--- config.mk ---
export PLATFORM = sky130hd
export DESIGN_NAME = xbus_arbiter
export DESIGN_NICKNAME = d
export VERILOG_FILES = /design/src/rtl/xbus_arbiter.sv
export SDC_FILE = /design/constraint.sdc
export NUM_CORES = 1
export LEC_CHECK = 0
export BUFFER_PORTS_ARGS = -buffer_cell sky130_fd_sc_hd__buf_4
export CAP_MARGIN = 0
export CELL_PAD_IN_SITES_DETAIL_PLACEMENT = 0
export CELL_PAD_IN_SITES_GLOBAL_PLACEMENT = 1
export CORE_AREA = 2 2 121 123
export DETAILED_ROUTE_END_ITERATION = 6
export DIE_AREA = 0 0 123 125
export PLACE_DENSITY = 0.68
export REMOVE_ABC_BUFFERS = 1
export SLEW_MARGIN = 10
export SYNTH_ARGS = -nofsm -noshare
export SYNTH_HDL_FRONTEND = slang
export SYNTH_SLANG_ARGS = --single-unit
--- constraint.sdc ---
create_clock -name clk -period 2.9 [get_ports clk]
set_input_delay 0.29 -clock clk [delete_from_list [all_inputs] [get_ports clk]]
set_output_delay 0.29 -clock clk [all_outputs]
set_load 0.02 [all_outputs]
--- src/rtl/xbus_arbiter.sv ---
// ---------------------------------------------------------------------------
// xbus_arbiter
//
// Two-master, one-slave arbiter for the single-cycle xbus. Master 0 (CPU
// core) and master 1 (DMA / debug loader) share one xbus slave port. At
// most one master is granted per cycle, and the granted access completes in
// that same cycle because slave read data is combinational.
//
// Fairness: a master that owns the bus may keep it for up to MAX_BURST
// consecutive cycles while the other master is requesting. After that,
// ties are broken round-robin against the most recently granted master.
//
// Optional build macro:
//   XBUS_ARB_FIXED_PRIO_EN - ties go to master 0 instead of round-robin and
//                            the round-robin history register is removed.
//                            Master 1 still gets one cycle once master 0
//                            has used up its burst.
//
// Ports:
//   clk, rst                   clock, asynchronous active-high reset
//   mX_req/we/be/addr/wdata    master X request and payload (X = 0, 1)
//   mX_gnt                     master X granted; access completes this cycle
//   mX_rdata                   master X read data (0 unless granted)
//   xbus_as/we/be/addr/wdata   slave-side strobe and payload (0 when idle)
//   xbus_rdata                 slave read data, combinational from xbus_addr
// ---------------------------------------------------------------------------
module xbus_arbiter #(
    parameter int ADDRW     = 32,
    parameter int DATAW     = 32,
    parameter int MAX_BURST = 4
) (
    input  logic               clk,
    input  logic               rst,
    input  logic               m0_req,
    input  logic               m0_we,
    input  logic [DATAW/8-1:0] m0_be,
    input  logic [ADDRW-1:0]   m0_addr,
    input  logic [DATAW-1:0]   m0_wdata,
    output logic               m0_gnt,
    output logic [DATAW-1:0]   m0_rdata,
    input  logic               m1_req,
    input  logic               m1_we,
    input  logic [DATAW/8-1:0] m1_be,
    input  logic [ADDRW-1:0]   m1_addr,
    input  logic [DATAW-1:0]   m1_wdata,
    output logic               m1_gnt,
    output logic [DATAW-1:0]   m1_rdata,
    output logic               xbus_as,
    output logic               xbus_we,
    output logic [DATAW/8-1:0] xbus_be,
    output logic [ADDRW-1:0]   xbus_addr,
    output logic [DATAW-1:0]   xbus_wdata,
    input  logic [DATAW-1:0]   xbus_rdata
);

    localparam logic [7:0] MAX_B = 8'(MAX_BURST);

    typedef enum logic [1:0] {
        OWN_NONE = 2'd0,
        OWN_M0   = 2'd1,
        OWN_M1   = 2'd2
    } owner_e;

    owner_e     owner_q, owner_d;
    logic [7:0] cnt_q, cnt_d;
    logic       gnt0_raw, gnt1_raw;
    logic       burst_ok;

`ifndef XBUS_ARB_FIXED_PRIO_EN
    // 0 = master 0 granted most recently, 1 = master 1.
    logic last_q, last_d;
`endif

    function automatic logic [7:0] sat_inc(input logic [7:0] c);
        return (c >= MAX_B) ? c : c + 8'd1;
    endfunction

    // Grant selection: lone requester wins outright; under contention the
    // owner holds until its burst is used up, then the tie-break decides.
    always_comb begin
        gnt0_raw = 1'b0;
        gnt1_raw = 1'b0;
        burst_ok = (cnt_q < MAX_B);
        if (m0_req && !m1_req) begin
            gnt0_raw = 1'b1;
        end else if (!m0_req && m1_req) begin
            gnt1_raw = 1'b1;
        end else if (m0_req && m1_req) begin
`ifdef XBUS_ARB_FIXED_PRIO_EN
            // Master 1 only ever gets a single cycle under contention, so
            // only master 0 can hold a burst; once it hits the limit the
            // bus goes to master 1 for one cycle.
            if (owner_q == OWN_M0 && !burst_ok) begin
                gnt1_raw = 1'b1;
            end else begin
                gnt0_raw = 1'b1;
            end
`else
            if (owner_q == OWN_M0 && burst_ok) begin
                gnt0_raw = 1'b1;
            end else if (owner_q == OWN_M1 && burst_ok) begin
                gnt1_raw = 1'b1;
            end else if (last_q) begin
                gnt0_raw = 1'b1;
            end else begin
                gnt1_raw = 1'b1;
            end
`endif
        end
    end

    // Reset must drop grants within the cycle it is asserted, not at the
    // next edge, so grants are masked combinationally.
    assign m0_gnt = gnt0_raw & ~rst;
    assign m1_gnt = gnt1_raw & ~rst;

    always_comb begin
        owner_d = OWN_NONE;
        cnt_d   = 8'd0;
`ifndef XBUS_ARB_FIXED_PRIO_EN
        last_d  = last_q;
`endif
        if (gnt0_raw) begin
            owner_d = OWN_M0;
            cnt_d   = (owner_q == OWN_M0) ? sat_inc(cnt_q) : 8'd1;
`ifndef XBUS_ARB_FIXED_PRIO_EN
            last_d  = 1'b0;
`endif
        end else if (gnt1_raw) begin
            owner_d = OWN_M1;
            cnt_d   = (owner_q == OWN_M1) ? sat_inc(cnt_q) : 8'd1;
`ifndef XBUS_ARB_FIXED_PRIO_EN
            last_d  = 1'b1;
`endif
        end
    end

    always_ff @(posedge clk or posedge rst) begin
        if (rst) begin
            owner_q <= OWN_NONE;
            cnt_q   <= 8'd0;
`ifndef XBUS_ARB_FIXED_PRIO_EN
            last_q  <= 1'b1;   // master 0 wins the first tie
`endif
        end else begin
            owner_q <= owner_d;
            cnt_q   <= cnt_d;
`ifndef XBUS_ARB_FIXED_PRIO_EN
            last_q  <= last_d;
`endif
        end
    end

    // Slave mux: everything is forced to 0 when idle so the bus never
    // carries stale payload from a non-granted master.
    always_comb begin
        xbus_as    = 1'b0;
        xbus_we    = 1'b0;
        xbus_be    = '0;
        xbus_addr  = '0;
        xbus_wdata = '0;
        if (m0_gnt) begin
            xbus_as    = 1'b1;
            xbus_we    = m0_we;
            xbus_be    = m0_be;
            xbus_addr  = m0_addr;
            xbus_wdata = m0_wdata;
        end else if (m1_gnt) begin
            xbus_as    = 1'b1;
            xbus_we    = m1_we;
            xbus_be    = m1_be;
            xbus_addr  = m1_addr;
            xbus_wdata = m1_wdata;
        end
    end

    assign m0_rdata = m0_gnt ? xbus_rdata : '0;
    assign m1_rdata = m1_gnt ? xbus_rdata : '0;

endmodule

Word level (Yosys, flattened, before mapping)
Index checks and enable logic that the tools add are counted.
{ "totals": {"regBits": 11, "latchBits": 0, "ramBits": 0, "romBits": 0, "input_bits": 174, "elab_cells": 52, "n_memories": 0} }
{ "op_classes": {"addsub": 1, "multipliers": 0, "div": 0, "magnitude_cmp": 2, "n_eq_ne": 2, "shift": 0, "mux": 33, "n_bitwise": 3, "reduce_logical": 8} }
{ "op_table": {"columns": ["cell", "count"], "rows": [
  ["2-to-1 mux 32 bit", 6],
  ["2-to-1 mux 8 bit", 5],
  ["2-to-1 mux 1 bit", 18],
  ["adder 8 x 1 -> 8 bit (second input constant)", 1],
  ["greater-or-equal comparator 8 x 3 -> 1 bit (second input constant)", 1],
  ["< comparator 8 x 3 -> 1 bit (second input constant)", 1],
  ["2-to-1 mux 4 bit", 2],
  ["logical AND 1 bit", 5],
  ["2-to-1 mux 2 bit", 2],
  ["AND 1 bit", 2],
  ["== test 2 x 1 -> 1 bit (second input constant)", 1],
  ["== test 2 bit (second input constant)", 1],
  ["zero test 1 bit", 2],
  ["nonzero test 2 bit", 1],
  ["NOT 1 bit", 1]
]} }

Logic depth before layout (Yosys ltp)
{ "depth": {"word_depth": 10, "depth_mapped": 7} }

Worst setup path after synthesis
No wires, ideal clock.
{ "synth_timing": {"path_kind": "flip-flop to output port", "startpoint": "register cnt_q[4]", "endpoint": "output port xbus_addr[25]", "arrival_time_ns": 2.086, "slack_ns": 0.524, "stages_incl_launch_ff": 7, "n_path_buf": 2, "path_cell_list": "dfrtp_1 -> or4_4 -> o311ai_0 -> and4_1 -> buf_2 -> buf_4 -> a22o_1"} }
{ "synth_between": {"elab_chain_cells": 10} }
{ "synth_rtl": {"columns": ["element", "line", "text"], "rows": [
  ["start, declared", "65", "logic [7:0] cnt_q, cnt_d;"],
  ["start signal, assigned", "147", "cnt_q <= cnt_d;"],
  ["< comparator 8 x 3 -> 1 bit *", "83", "burst_ok = (cnt_q < MAX_B);"],
  ["logical AND 1 bit", "101", "end else if (owner_q == OWN_M1 && burst_ok) begin"],
  ["2-to-1 mux 1 bit", "101", null],
  ["2-to-1 mux 1 bit *", "99", "if (owner_q == OWN_M0 && burst_ok) begin"],
  ["2-to-1 mux 1 bit *", "88", "end else if (m0_req && m1_req) begin"],
  ["2-to-1 mux 1 bit *", "86", "end else if (!m0_req && m1_req) begin"],
  ["2-to-1 mux 1 bit *", "84", "if (m0_req && !m1_req) begin"],
  ["AND 1 bit *", "115", "assign m1_gnt = gnt1_raw & ~rst;"],
  ["named net m1_gnt", "46", "output logic m1_gnt,"],
  ["2-to-1 mux 32 bit *", "168", "end else if (m1_gnt) begin"],
  ["2-to-1 mux 32 bit *", "162", "if (m0_gnt) begin"],
  ["end, declared", "51", "output logic [ADDRW-1:0] xbus_addr,"]
]} }
Mark *: on every way through the listed nets, which the timed path passes. The rest lies on a longest branch.

Worst setup path after layout
{ "layout_timing": {"startpoint": "register cnt_q[4]", "endpoint": "output port xbus_addr[10]"} }
{ "layout_between": {"elab_chain_cells": 10} }
{ "layout_rtl": {"columns": ["element", "line"], "rows": [
  ["< comparator 8 x 3 -> 1 bit *", "83"],
  ["logical AND 1 bit", "101"],
  ["2-to-1 mux 1 bit", "101"],
  ["2-to-1 mux 1 bit", "99"],
  ["2-to-1 mux 1 bit", "88"],
  ["2-to-1 mux 1 bit", "86"],
  ["2-to-1 mux 1 bit", "84"],
  ["AND 1 bit", "115"],
  ["2-to-1 mux 32 bit", "168"],
  ["2-to-1 mux 32 bit *", "162"]
]} }
Mark *: on every way between the ends. The rest lies on a longest branch, timed or not.

==> reports/metrics.csv <==
stage;metric;value;unit
status;status;completed;
logic_synthesis;Post-Synth Adder-Cell Area;0.0144;
die;Starting Density;0.122;
timing;Worst-Margin Slew;0.601;ns
layout;fin util;0.303;
timing;RSZ-0062 raised after global routing;no;
critical_path;CP Launch Type;flop;
timing;Final Hold Fails;0;
timing;Worst slew margin;0.596;
global_route;initial antenna violation count;1;
flow_run;Max-cap violations;0;
logic_synthesis;Post-Syn Area;1730;um^2
global_route;first-pass GRT wire length;17500;um
timing;fin crit share;0.952;
die;I/O pin total;310;
critical_path;CP arrival;2.47;ns
pwr;Final Power;1.28;mW
critical_path;WP data required;2.61;ns
pwr;Pwr Density;299;nW/um^2
pwr;LEAKAGE;2.37;nW
place;Buffers on Ports;309;
drt;Post-DRT Antenna Nets;0;
place;post-DP HPWL;10500;um
logic_synthesis;most common cell in the netlist;nor2_1;
drt;vias per std cell;4.29;
clocking;CTS tree;built;
pwr;Worst VDD drop;0.127;mV
logic_synthesis;Mean Syn Cell Area;6.93;um^2
timing;Final min period;2.76;ns
place;GP Congestion;0.909;
place;post-placement cell count;723;
global_route;Overall Global Routing Usage;0.148;
clocking;clk slew on worst S/H paths;0.04;ns
logic_synthesis;post-synthesis compound-gate area fraction;0.378;
drt;wire per inst;17.5;um
layout;fin cells;728;
timing;Final setup violation count;0;
die;Die X;123;um
logic_synthesis;main combinational cell family by area after synthesis;compound AO/OA/AOI/OAI gates;
layout;share of cells above drive strength 1;0.599;
drt;total via count in the routed design;3123;
logic_synthesis;Mapped Cells;250;
clocking;Worst-Skew Late Latency;0.24;ns
drt;drt pass-1 iters;4;
min_path;HP Class;in -> reg;
global_route;GRT overflow;0;
logic_synthesis;register area share after synthesis;0.160;
layout;fillers;1537;
timing;achievable clock frequency;362;MHz
logic_synthesis;async set-reset flop share out of synthesis;1.00;
critical_path;endpoint class of the critical path;primary output;
global_route;largest net degree at the start of global routing;41;
die;die area;15400;um^2
layout;Post-layout nets;721;
logic_synthesis;Synth area leader;a22o_1;
logic_synthesis;Synth area leaders;a22o_1 35%, nor2_1 15%, dfrtp_1 14%;
clocking;H-tree lvl count;1;
clocking;CTS root buf;clkbuf_16;
logic_synthesis;synth cell count leaders;71 x nor2_1, 69 x a22o_1, 33 x nand2_1;
timing;clock skew;0.00191;ns
drt;DRT Wirelength;12800;um
global_route;vias in the first global route;2994;
clocking;CTS buffer count;3;
die;Die Span Y;125;um
logic_synthesis;EDFF count, synth;0;
place;pre-CTS setup slack;0.252;ns
logic_synthesis;YS warnings;0;
logic_synthesis;Primary FF master, synth;dfrtp_1;
logic_synthesis;share of the synthesized area in the top cell type;0.349;
timing;Slew Limit Fails;0;
logic_synthesis;Post-Synth Simple-Gate Area;0.310;
logic_synthesis;post-synthesis mux area share;0.00650;
timing;minimum hold slack;0.371;ns
drt;initial DRC count;121;
logic_synthesis;Netlist cell types;30;
layout;Area Growth Syn to Fin;148;%
clocking;clock sinks;11;
drt;# DRC;0;
logic_synthesis;Synth Area in XOR/XNOR;0.0101;
timing;fin worst setup slack;0.139;ns
logic_synthesis;#FFs+latches synth;11;
clocking;CTS max path bufs;2;
die;Core ar.;14200;um^2
critical_path;critical path type;reg -> out;
die;num rows;44;
layout;ant diodes;0;
critical_path;worst-path fanout max;26;
clocking;post-CTS setup buffers;0;
[final timing paths]
check / startpoint / end / slack, ns / depth (start not counted)
worst max register to register: cnt_q[4] / last_q / 0.84 / 6
worst max-delay path: cnt_q[4] / xbus_addr[10] / 0.14 / 6
max in group asynchronous: rst / cnt_q[6] / 1.75 / 4
worst min-delay path: m1_req / last_q / 0.37 / 3
min in group asynchronous: rst / owner_q[0] / 0.52 / 3
worst min register to register: cnt_q[6] / cnt_q[6] / 0.48 / 1
[flip-flops by register name, summed over array words and instances, names as in the netlist]
signal	flops
cnt_q	8
owner_q	2
last_q	1
[power breakdown]
group	internal [mW]	total, mW	switching (mW)
combinational	0.422	0.858	0.435
clock	0.184	0.247	0.0627
sequential	0.166	0.179	0.0122
total	0.773	1.28	0.510
[cells in the final DEF (no fill, tap or decap), drive strengths merged, types with 2 or more instances in the layout]
cell and count:
buf 316, nand2b 2, a22o 69, or3 2
and2 6, dfrtp 10, o311ai 2, inv 5
nor2 71, nand3 2, and3b 2, a21oi 2
ha 2, nand3b 2, clkbuf 4, and4 2
nand2 33
[worst max-delay path, cell delays in order (launching register included)]
cell and delay (ns):
dfrtp_1 0.37, or4_4 0.58, or3_1 0.41, and4_4 0.25
buf_12 0.16, a22o_1 0.28, buf_4 0.17
[repair_timing]
| item | CTS | global route |
|---|---|---|
| pin swaps | 0 | 0 |
| resized for setup | 2 | 3 |
| hold buffers | 1 | 0 |
| hold endpoints to repair | 2 | 0 |
| setup endpoints to repair | 1 | 65 |
[metrics by stage]
step / instance area (um^2) / setup TNS [ns]
after floorplan: 1540 / -40.93
after global placement: 4200 / 0
after global routing: 4300 / 0
final: 4300 / 0
after CTS: 4290 / 0
after detailed placement: 4200 / 0
[kinds of logic (layout without fill, tap and decap cells)]
kind of cell,after synthesis,after routing
adders and majority gates,2,2
xor gates and xnor gates,2,2
AOI/OAI and AO/OA,76,76
DFF,11,11
buffers and inverters,33,327
and+or+nand+nor,125,125
muxes,1,1
[per-layer routing]
| layer | global-route usage | share of wire | up-vias |
|---|---|---|---|
| met5 | 0 | 0.0010 | - |
| met3 | 0.0424 | 0.11 | 12 |
| li1 | - | - | 1477 |
| met4 | 0.0281 | 0.012 | 2 |
| met1 | 0.170 | 0.39 | 1455 |
| met2 | 0.269 | 0.49 | 177 |
[final cells by class]
class	count	area [um^2]	area share
Multi-Input combinational cell	206	1260	0.293
Sequential cell	11	277	0.0643
Tap cell	184	230	0.0536
Inverter	6	22.5	0.00524
Timing Repair Buffer	317	2430	0.566
Clock buffer	4	78.8	0.0183
Note: power is estimated with default switching activity, not from simulation.
